## config.mk

```make
export PLATFORM = sky130hd
export DESIGN_NAME = uart_tx_arbiter
export DESIGN_NICKNAME = d
export VERILOG_FILES = /design/src/rtl/uart_pkg.sv /design/src/rtl/rr_pick.sv /design/src/rtl/uart_tx_arbiter.sv
export SDC_FILE = /design/constraint.sdc
export NUM_CORES = 1
export LEC_CHECK = 0
export ABC_CLOCK_PERIOD_IN_PS = 2500
export BUFFER_PORTS_ARGS = -buffer_cell sky130_fd_sc_hd__buf_4
export CORE_ASPECT_RATIO = 1.25
export CORE_MARGIN = 3
export CORE_UTILIZATION = 35
export CTS_CLUSTER_SIZE = 12
export DETAILED_ROUTE_END_ITERATION = 8
export PLACE_DENSITY_LB_ADDON = 0.3
export SYNTH_ARGS = -nofsm -noshare
export SYNTH_HDL_FRONTEND = slang
export SYNTH_SLANG_ARGS = --single-unit
export TNS_END_PERCENT = 5
```

## constraint.sdc

```tcl
create_clock -name CLK -period 2.5 [get_ports CLK]
set_input_delay 0.25 -clock CLK [delete_from_list [all_inputs] [get_ports CLK]]
set_output_delay 0.25 -clock CLK [all_outputs]
set_load 0.005 [all_outputs]
```

## src/rtl/uart_pkg.sv

```systemverilog
// Shared types for the UART transmit path: arbiter states, byte type and header default.
package uart_pkg;

    typedef enum logic [1:0] {
        ST_IDLE = 2'd0,
        ST_HDR  = 2'd1,
        ST_BODY = 2'd2
    } arb_state_t;

    typedef logic [7:0] byte_t;

    // ASCII '0': header for requester i reads as the digit i
    localparam byte_t HDR_BASE_DEFAULT = 8'h30;

endpackage

```

## src/rtl/rr_pick.sv

```systemverilog
// Combinational round-robin priority encoder: first asserted request at or above ptr, wrapping.
module rr_pick #(
    parameter int unsigned N  = 4,
    parameter int unsigned IW = $clog2(N)
) (
    input  logic [N-1:0]  req,
    input  logic [IW-1:0] ptr,
    output logic          valid,
    output logic [IW-1:0] idx
);

    logic [IW-1:0] cand;

    // Scan from the farthest offset down so the nearest candidate to ptr overwrites last
    always_comb begin
        valid = |req;
        idx   = '0;
        cand  = '0;
        for (int i = int'(N) - 1; i >= 0; i--) begin
            cand = IW'((int'(ptr) + i) % int'(N));
            if (req[cand]) begin
                idx = cand;
            end
        end
    end

endmodule

```

## src/rtl/uart_tx_arbiter.sv

```systemverilog
// Grants the UART transmitter to one requester per message, round-robin, with optional
// source-ID header byte and a stall timeout that drops a silent requester.
module uart_tx_arbiter
    import uart_pkg::*;
#(
    parameter int unsigned NREQ      = 4,
    parameter int unsigned HDR_EN    = 1,
    parameter byte_t       HDR_BASE  = HDR_BASE_DEFAULT,
    parameter int unsigned STALL_MAX = 1023
) (
    input  logic                    CLK,
    input  logic                    RST_N,
    input  logic [NREQ-1:0]         req_valid,
    input  logic [8*NREQ-1:0]       req_data,
    input  logic [NREQ-1:0]         req_last,
    output logic [NREQ-1:0]         req_ready,
    output logic                    tx_valid,
    output logic [7:0]              tx_data,
    input  logic                    tx_ready,
    output logic                    busy,
    output logic [$clog2(NREQ)-1:0] grant_id,
    output logic                    abort
);

    localparam int unsigned IW = $clog2(NREQ);
    localparam int unsigned CW = (STALL_MAX == 0) ? 1 : $clog2(STALL_MAX + 1);
    localparam logic [CW-1:0] STALL_LAST = (STALL_MAX == 0) ? CW'(0) : CW'(STALL_MAX - 1);
    localparam logic [CW-1:0] CNT_SAT    = '1;
    localparam logic [IW-1:0] LAST_IDX   = IW'(NREQ - 1);

    arb_state_t    state, state_nxt;
    logic [IW-1:0] rr_ptr, rr_ptr_nxt;
    logic [IW-1:0] grant_nxt;
    logic [CW-1:0] stall_cnt, stall_nxt;
    logic          abort_nxt;

    logic          pick_valid;
    logic [IW-1:0] pick_idx;
    logic          gnt_valid;
    logic          gnt_last;
    byte_t         gnt_data;
    logic [IW-1:0] grant_inc;

    assign gnt_valid = req_valid[grant_id];
    assign gnt_last  = req_last[grant_id];
    assign gnt_data  = req_data[{grant_id, 3'b000} +: 8];
    assign grant_inc = (grant_id == LAST_IDX) ? '0 : grant_id + IW'(1);

    rr_pick #(
        .N  (NREQ),
        .IW (IW)
    ) u_pick (
        .req   (req_valid),
        .ptr   (rr_ptr),
        .valid (pick_valid),
        .idx   (pick_idx)
    );

    // State and registered status outputs
    always_ff @(posedge CLK) begin
        if (!RST_N) begin
            state     <= ST_IDLE;
            rr_ptr    <= '0;
            grant_id  <= '0;
            stall_cnt <= '0;
            abort     <= 1'b0;
            busy      <= 1'b0;
        end else begin
            state     <= state_nxt;
            rr_ptr    <= rr_ptr_nxt;
            grant_id  <= grant_nxt;
            stall_cnt <= stall_nxt;
            abort     <= abort_nxt;
            busy      <= (state_nxt != ST_IDLE);
        end
    end

    // Next state and the combinational byte path
    always_comb begin
        state_nxt  = state;
        rr_ptr_nxt = rr_ptr;
        grant_nxt  = grant_id;
        stall_nxt  = '0;
        abort_nxt  = 1'b0;
        tx_valid   = 1'b0;
        tx_data    = 8'h00;
        req_ready  = '0;

        unique case (state)
            ST_IDLE: begin
                if (pick_valid) begin
                    grant_nxt = pick_idx;
                    state_nxt = (HDR_EN != 0) ? ST_HDR : ST_BODY;
                end
            end

            ST_HDR: begin
                tx_valid = 1'b1;
                tx_data  = HDR_BASE + byte_t'(grant_id);
                if (tx_ready) begin
                    state_nxt = ST_BODY;
                end
            end

            ST_BODY: begin
                tx_valid            = gnt_valid;
                tx_data             = gnt_valid ? gnt_data : 8'h00;
                req_ready[grant_id] = tx_ready;
                // A last-byte handshake is checked first so it always beats the timeout
                if (gnt_valid && tx_ready && gnt_last) begin
                    state_nxt  = ST_IDLE;
                    rr_ptr_nxt = grant_inc;
                end else if (!gnt_valid) begin
                    if ((STALL_MAX != 0) && (stall_cnt == STALL_LAST)) begin
                        state_nxt  = ST_IDLE;
                        rr_ptr_nxt = grant_inc;
                        abort_nxt  = 1'b1;
                    end else begin
                        stall_nxt = (stall_cnt == CNT_SAT) ? stall_cnt : stall_cnt + CW'(1);
                    end
                end
            end

            default: begin
                state_nxt = ST_IDLE;
            end
        endcase
    end

endmodule

```

==> results.json, run 1 <==
{
  "rsz0062_at_grt": "false",
  "track_usage_pct": 14.8,
  "syn_area_um2": 1480,
  "ir_drop_mv": 0.190,
  "cap_violations": 0,
  "start_kind": "register",
  "clk_pin_slew_ns": 0.07,
  "ys_ff_latch": 18,
  "numCtsBuffers": 3,
  "hold_violations": 0,
  "antennaDiodeCount": 0,
  "synth_top_family_by_area": "simple AND/OR/NAND/NOR gates",
  "syn_inst": 163,
  "cts_tree": "built",
  "ys_types": 44,
  "required_ns": 2.25,
  "grt_pass1_wl_um": 6040,
  "muxShareOfSynthArea_pct": 17.4,
  "place.gp.congestion": 0.752,
  "fin_cells": 274,
  "gr-total-overflow": 0,
  "cts-resized-gates": 0,
  "post-place-ws_ns": 0.645,
  "finalCriticalPeriod_ns": 2.13,
  "hold_slack_ns": 0.296,
  "syn_area_per_cell_um2": 9.09,
  "finalSetupTns_ns": 0,
  "hp-class": "in2reg",
  "first_pass_iters": 4,
  "grt_max_degree": 19,
  "start_util_pct": 37.6,
  "cts_hold_buf": 0,
  "status": "complete, no violations",
  "die_h_um": 78.7,
  "fmax_mhz": 470,
  "drive_gt1_share_pct": 35.5,
  "antenna_found_initial": 0,
  "post_cts_buffers": 0,
  "synth-async-reset-ratio_pct": 0,
  "num_rows": 25,
  "clk-insertion-delay-late_ns": 0.26,
  "synthToLayoutAreaGrowth_pct": 36.7,
  "relSlewSlack_pct": 72.8,
  "critPathCaptureType": "output pin",
  "drc_errors": 0,
  "clock-root-buffer": "clkbuf_8",
  "synth_flop_cell": "dfxtp_1",
  "ys_warn_count": 0,
  "synth-simple-area-share_pct": 21.3,
  "final.fill_count": 403,
  "cts.sinks": 18,
  "clock_path_buffers": 2,
  "die_x_um": 64.2,
  "routedWlPerCell_um": 13.7,
  "io_pins": 60,
  "design.core.area_um2": 3940,
  "crit_arrival_ns": 1.88,
  "port_buffers": 59,
  "worstMarginPinSlew_ns": 0.404,
  "first_global_vias": 1407,
  "die_area_um2": 5050,
  "synth_edf_count": 0,
  "drt-initial-drc-count": 106,
  "setup_slack_ns": 0.372,
  "nets": 274,
  "cts_max_level": 1,
  "synth_compound_area_share_pct": 19.8,
  "drtAntennaViolNets": 0,
  "worstPathMaxFanout": 18,
  "hpwl_um": 3010,
  "dpl.cell_count": 270,
  "report.final.slew_viol_count": 0,
  "via_count": 1422,
  "ys_seq_area_share_pct": 24.3,
  "setup-violations-final": 0,
  "avgViaCountPerCell": 5.19,
  "fin_worst_skew_ns": 0.00716,
  "syn_nets": 216,
  "synth-xor-area-share_pct": 2.96,
  "setup.worst_path.class": "reg2out",
  "wl_um": 3740,
  "synth-adder-area-share_pct": 8.45,
  "period_share_pct": 85.1,
  "power.leakage_nw": 0.857,
  "p_per_area_nw_per_um2": 410
}
## power breakdown
part	switching [mW]	total, mW	internal (mW)
combinational	0.129	0.285	0.156
clock	0.0980	0.238	0.140
sequential	0.00758	0.307	0.299
total	0.235	0.830	0.595
## registers in the layout (all words and copies together), names as in the netlist
name       cells
stall_cnt     10
grant_id       2
rr_ptr         2
state          2
abort          1
busy           1
## critical path, stage by stage (launching register included)
cell	delay (ns)
dfxtp_1	0.36
buf_4	0.29
mux4_1	0.62
a22oi_2	0.16
nor2b_1	0.06
buf_4	0.13
## cells in the final DEF (no fill, tap or decap), drive strengths merged, types with 2 or more instances in the layout
| cell type | netlist | final |
|---|---|---|
| ha | 10 | 10 |
| nor2 | 14 | 14 |
| nand3 | 2 | 2 |
| clkbuf | 5 | 4 |
| o21a | 2 | 2 |
| mux2i | 7 | 7 |
| a21o | 2 | 2 |
| a21oi | 9 | 9 |
| a21boi | 3 | 3 |
| inv | 11 | 11 |
| nor2b | 5 | 5 |
| xnor2 | 5 | 5 |
| nand4 | 5 | 5 |
| nand2 | 12 | 12 |
| dfxtp | 18 | 18 |
| nor3 | 3 | 3 |
| mux4 | 8 | 8 |
| and3 | 10 | 10 |
| o21ai | 3 | 3 |
| nand2b | 3 | 3 |
| a211o | 2 | 2 |
| a211oi | 4 | 4 |
| o221ai | 2 | 2 |
| buf | 4 | 62 |
## synthesized netlist by cell type (4+ instances only)
cell      count  area, µm²
dfxtp_1      18        360
nand4_1       5       31.3
mux4_2        6        135
and3_1       10       62.6
xnor2_1       5       43.8
ha_1         10        125
nand2_1      11       41.3
a211oi_1      4       30.0
nor2b_1       5       31.3
inv_1        11       41.3
a21oi_1       9       45.0
nor2_1       14       52.6
mux2i_1       7       70.1
clkbuf_1      5       18.8
## final cells by class
class / count / area, µm² / area share, %
Clock buffer: 4 / 55.1 / 2.72
Inverter: 11 / 41.3 / 2.04
Multi-Input combinational cell: 125 / 1030 / 51.1
Sequential cell: 18 / 360 / 17.8
Tap cell: 54 / 67.6 / 3.34
Timing Repair Buffer: 62 / 465 / 23.0
## metal layers
metal  up-vias  part of all wire [%]  track usage, %
li1        715                     -               -
met1       646                    40            16.9
met2        52                    51            26.7
met3         9                   6.7            3.39
met4         0                   2.2            5.07
met5         -                     0               0
## kinds of logic after synthesis
| family | after synthesis |
|---|---|
| and+or+nand+nor | 59 |
| buffers and inverters | 20 |
| AOI/OAI and AO/OA | 36 |
| DFF | 18 |
| xor gates and xnor gates | 5 |
| adders and majority gates | 10 |
| muxes | 15 |
## path summary, 6_finish.rpt
check	end	depth (start not counted)	startpoint	slack, ns
max reg2reg	rr_ptr[1]$_SDFFE_PN0P_	4	grant_id[0]$_SDFFE_PN0P_	0.84
min reg2reg	stall_cnt[6]$_SDFFE_PP0P_	2	stall_cnt[6]$_SDFFE_PP0P_	0.50
max	tx_data[0]	5	grant_id[0]$_SDFFE_PN0P_	0.37
min	rr_ptr[0]$_SDFFE_PN0P_	3	RST_N	0.30
## through the flow
stage	total power, mW	area (µm²)	utilization [%]
2_1_floorplan	0.479	1480	-
3_3_place_gp	0.595	1970	50.0
3_5_place_dp	0.601	1970	50.0
4_1_cts	0.836	2020	51.4
5_1_grt	0.879	2020	51.4
6_report	0.830	2020	51.4
No activity file was read; power rests on OpenSTA's default activity.
==> run 2, diff against run 1 <==
Settings changed: CELL_PAD_IN_SITES_DETAIL_PLACEMENT from default to 1, CELL_PAD_IN_SITES_GLOBAL_PLACEMENT from default to 1.
==> run 2 against run 1 <==
Net effect:
- wire length grew 13%
- largest cell class unchanged
- clock skew shrank 0.0037 ns
- via count grew 2.5%
- highest routed layer unchanged
- die area is the same
- non-clock buffer count shrank 1
- combinational power is essentially flat
- design area shrank 0.37%
- clock power shrank 2%
- worst setup slack lost 0.0062 ns
==> results.json, run 2 (synthesis results as in run 1) <==
{
  "cts_tree": "built",
  "grt_max_degree": 19,
  "place.gp.congestion": 0.758,
  "first_global_vias": 1620,
  "crit_chain": "buf_4 > mux4_1 > a22oi_2 > nor2b_1 > buf_4",
  "final_cell_mix": "buf_4, dfxtp_1, nor2_1",
  "die_area_um2": 5050,
  "cts_hold_buf": 0,
  "cap_violations": 0,
  "met2_length_um": 2250,
  "reg2reg_depth": 4,
  "setup.worst_path.class": "reg2out",
  "largest_reg_flops": 10,
  "gr-total-overflow": 0,
  "report.final.slew_viol_count": 0,
  "grt_pass1_wl_um": 7300,
  "drc_errors": 0,
  "power_frac_seq_pct": 37.2,
  "min_to": "grant_id[1]$_SDFFE_PN0P_",
  "p_comb_share_pct": 34.4,
  "routedWlPerCell_um": 15.5,
  "worstMarginPinSlew_ns": 0.835,
  "hpwl_um": 3560,
  "synthToLayoutAreaGrowth_pct": 36.1,
  "design.core.area_um2": 3940,
  "dr.max_layer_used": "met4",
  "met3WireLength_um": 262,
  "final.fill_count": 483,
  "cts.sinks": 18,
  "layout_commonest_cell": "buf_4",
  "ir_drop_mv": 0.178,
  "drt-initial-drc-count": 29,
  "hp-class": "in2reg",
  "critPathBufInv": 2,
  "port_buffers": 59,
  "period_share_pct": 85.4,
  "critPathCaptureType": "output pin",
  "required_ns": 2.25,
  "r2r_slack_ns": 0.85,
  "clock-root-buffer": "clkbuf_8",
  "setup-violations-final": 0,
  "first_pass_iters": 4,
  "cp_common_cell": "buf_4",
  "critPathSlowestCell": "mux4_1",
  "nets": 273,
  "num_rows": 25,
  "top_register": "stall_cnt",
  "clk-insertion-delay-late_ns": 0.25,
  "hold_slack_ns": 0.307,
  "p_switching_mw": 0.234,
  "io_pins": 60,
  "worstPathMaxFanout": 18,
  "drive_gt1_share_pct": 35.2,
  "post-place-ws_ns": 0.621,
  "finalCriticalPeriod_ns": 2.13,
  "clk_pin_slew_ns": 0.07,
  "finalSetupTns_ns": 0,
  "cts-resized-gates": 0,
  "seq_area_um2": 360,
  "clock_path_buffers": 2,
  "die_h_um": 78.7,
  "wl_met1_um": 1670,
  "intPower_mw": 0.590,
  "start_kind": "register",
  "switching_share_pct": 28.4,
  "antennaDiodeCount": 0,
  "drtAntennaViolNets": 0,
  "numCtsBuffers": 3,
  "p_clk_share_pct": 28.4,
  "setup_slack_ns": 0.366,
  "fmax_mhz": 469,
  "hold_violations": 0,
  "holdCritStartpoint": "RST_N",
  "avgViaCountPerCell": 5.34,
  "relSlewSlack_pct": 43.6,
  "cts_max_level": 1,
  "critPathMaxStageDelay_ns": 0.63,
  "crit_arrival_ns": 1.88,
  "cp_top_family": "multiplexers",
  "antenna_found_initial": 0,
  "track_usage_pct": 17.9,
  "p_per_area_nw_per_um2": 409,
  "worstHoldPathCells": 2,
  "multi_input_area_um2": 1030,
  "post_cts_buffers": 0,
  "wl_um": 4220,
  "power.leakage_nw": 0.852,
  "status": "complete, no violations",
  "fin_worst_skew_ns": 0.00348,
  "rsz0062_at_grt": "false",
  "via_count": 1457,
  "die_x_um": 64.2,
  "reg2reg_to": "rr_ptr[0]$_SDFFE_PN0P_",
  "start_util_pct": 37.6,
  "r2r_start": "grant_id[0]$_SDFFE_PN0P_"
}
run 2: through the flow:
stage | area, µm² | util, % | std cells | total power, mW
after floorplan | 1480 | - | 163 | 0.479
after global placement | 1960 | 49.8 | 269 | 0.586
after detailed placement | 1960 | 49.8 | 269 | 0.599
after CTS | 2020 | 51.2 | 273 | 0.838
after global routing | 2020 | 51.2 | 273 | 0.884
final | 2020 | 51.2 | 273 | 0.824
run 2: power by group through the flow:
stage / clock network (mW) / logic, mW / registers [mW]
after CTS: 0.244 / 0.287 / 0.307
after detailed placement: 0 / 0.285 / 0.314
after global placement: 0 / 0.272 / 0.313
after floorplan: 0 / 0.164 / 0.315
final: 0.234 / 0.283 / 0.307
after global routing: 0.261 / 0.313 / 0.309
run 2: metal layers:
metal	vias up	global-route usage [%]
met2	51	34.0
met3	4	3.39
met1	687	19.8
li1	715	-
met5	-	0
met4	0	5.29
run 2: worst reg2reg max path, cell delays in order (launching register included):
cell and delay (ns):
dfxtp_1 0.35, mux4_2 0.61, o221a_4 0.18, nor3b_4 0.22, mux2i_1 0.21
run 2: area by class of cell:
class,count,area share (%)
Clock buffer,4,2.73
Inverter,11,2.05
Multi-Input combinational cell,125,51.3
Sequential cell,18,17.9
Tap cell,54,3.35
Timing Repair Buffer,61,22.7
run 2: worst max path at each step:
stage,from,to,depth (start not counted)
finish,grant_id[0]$_SDFFE_PN0P_,tx_data[0],5
global route,grant_id[0]$_SDFFE_PN0P_,tx_data[0],5
CTS,grant_id[0]$_SDFFE_PN0P_,tx_data[0],5
detailed placement,grant_id[0]$_SDFFE_PN0P_,tx_data[0],5
global placement,req_valid[3],tx_data[5],6
floorplan,grant_id[0]$_SDFFE_PN0P_,tx_data[4],6
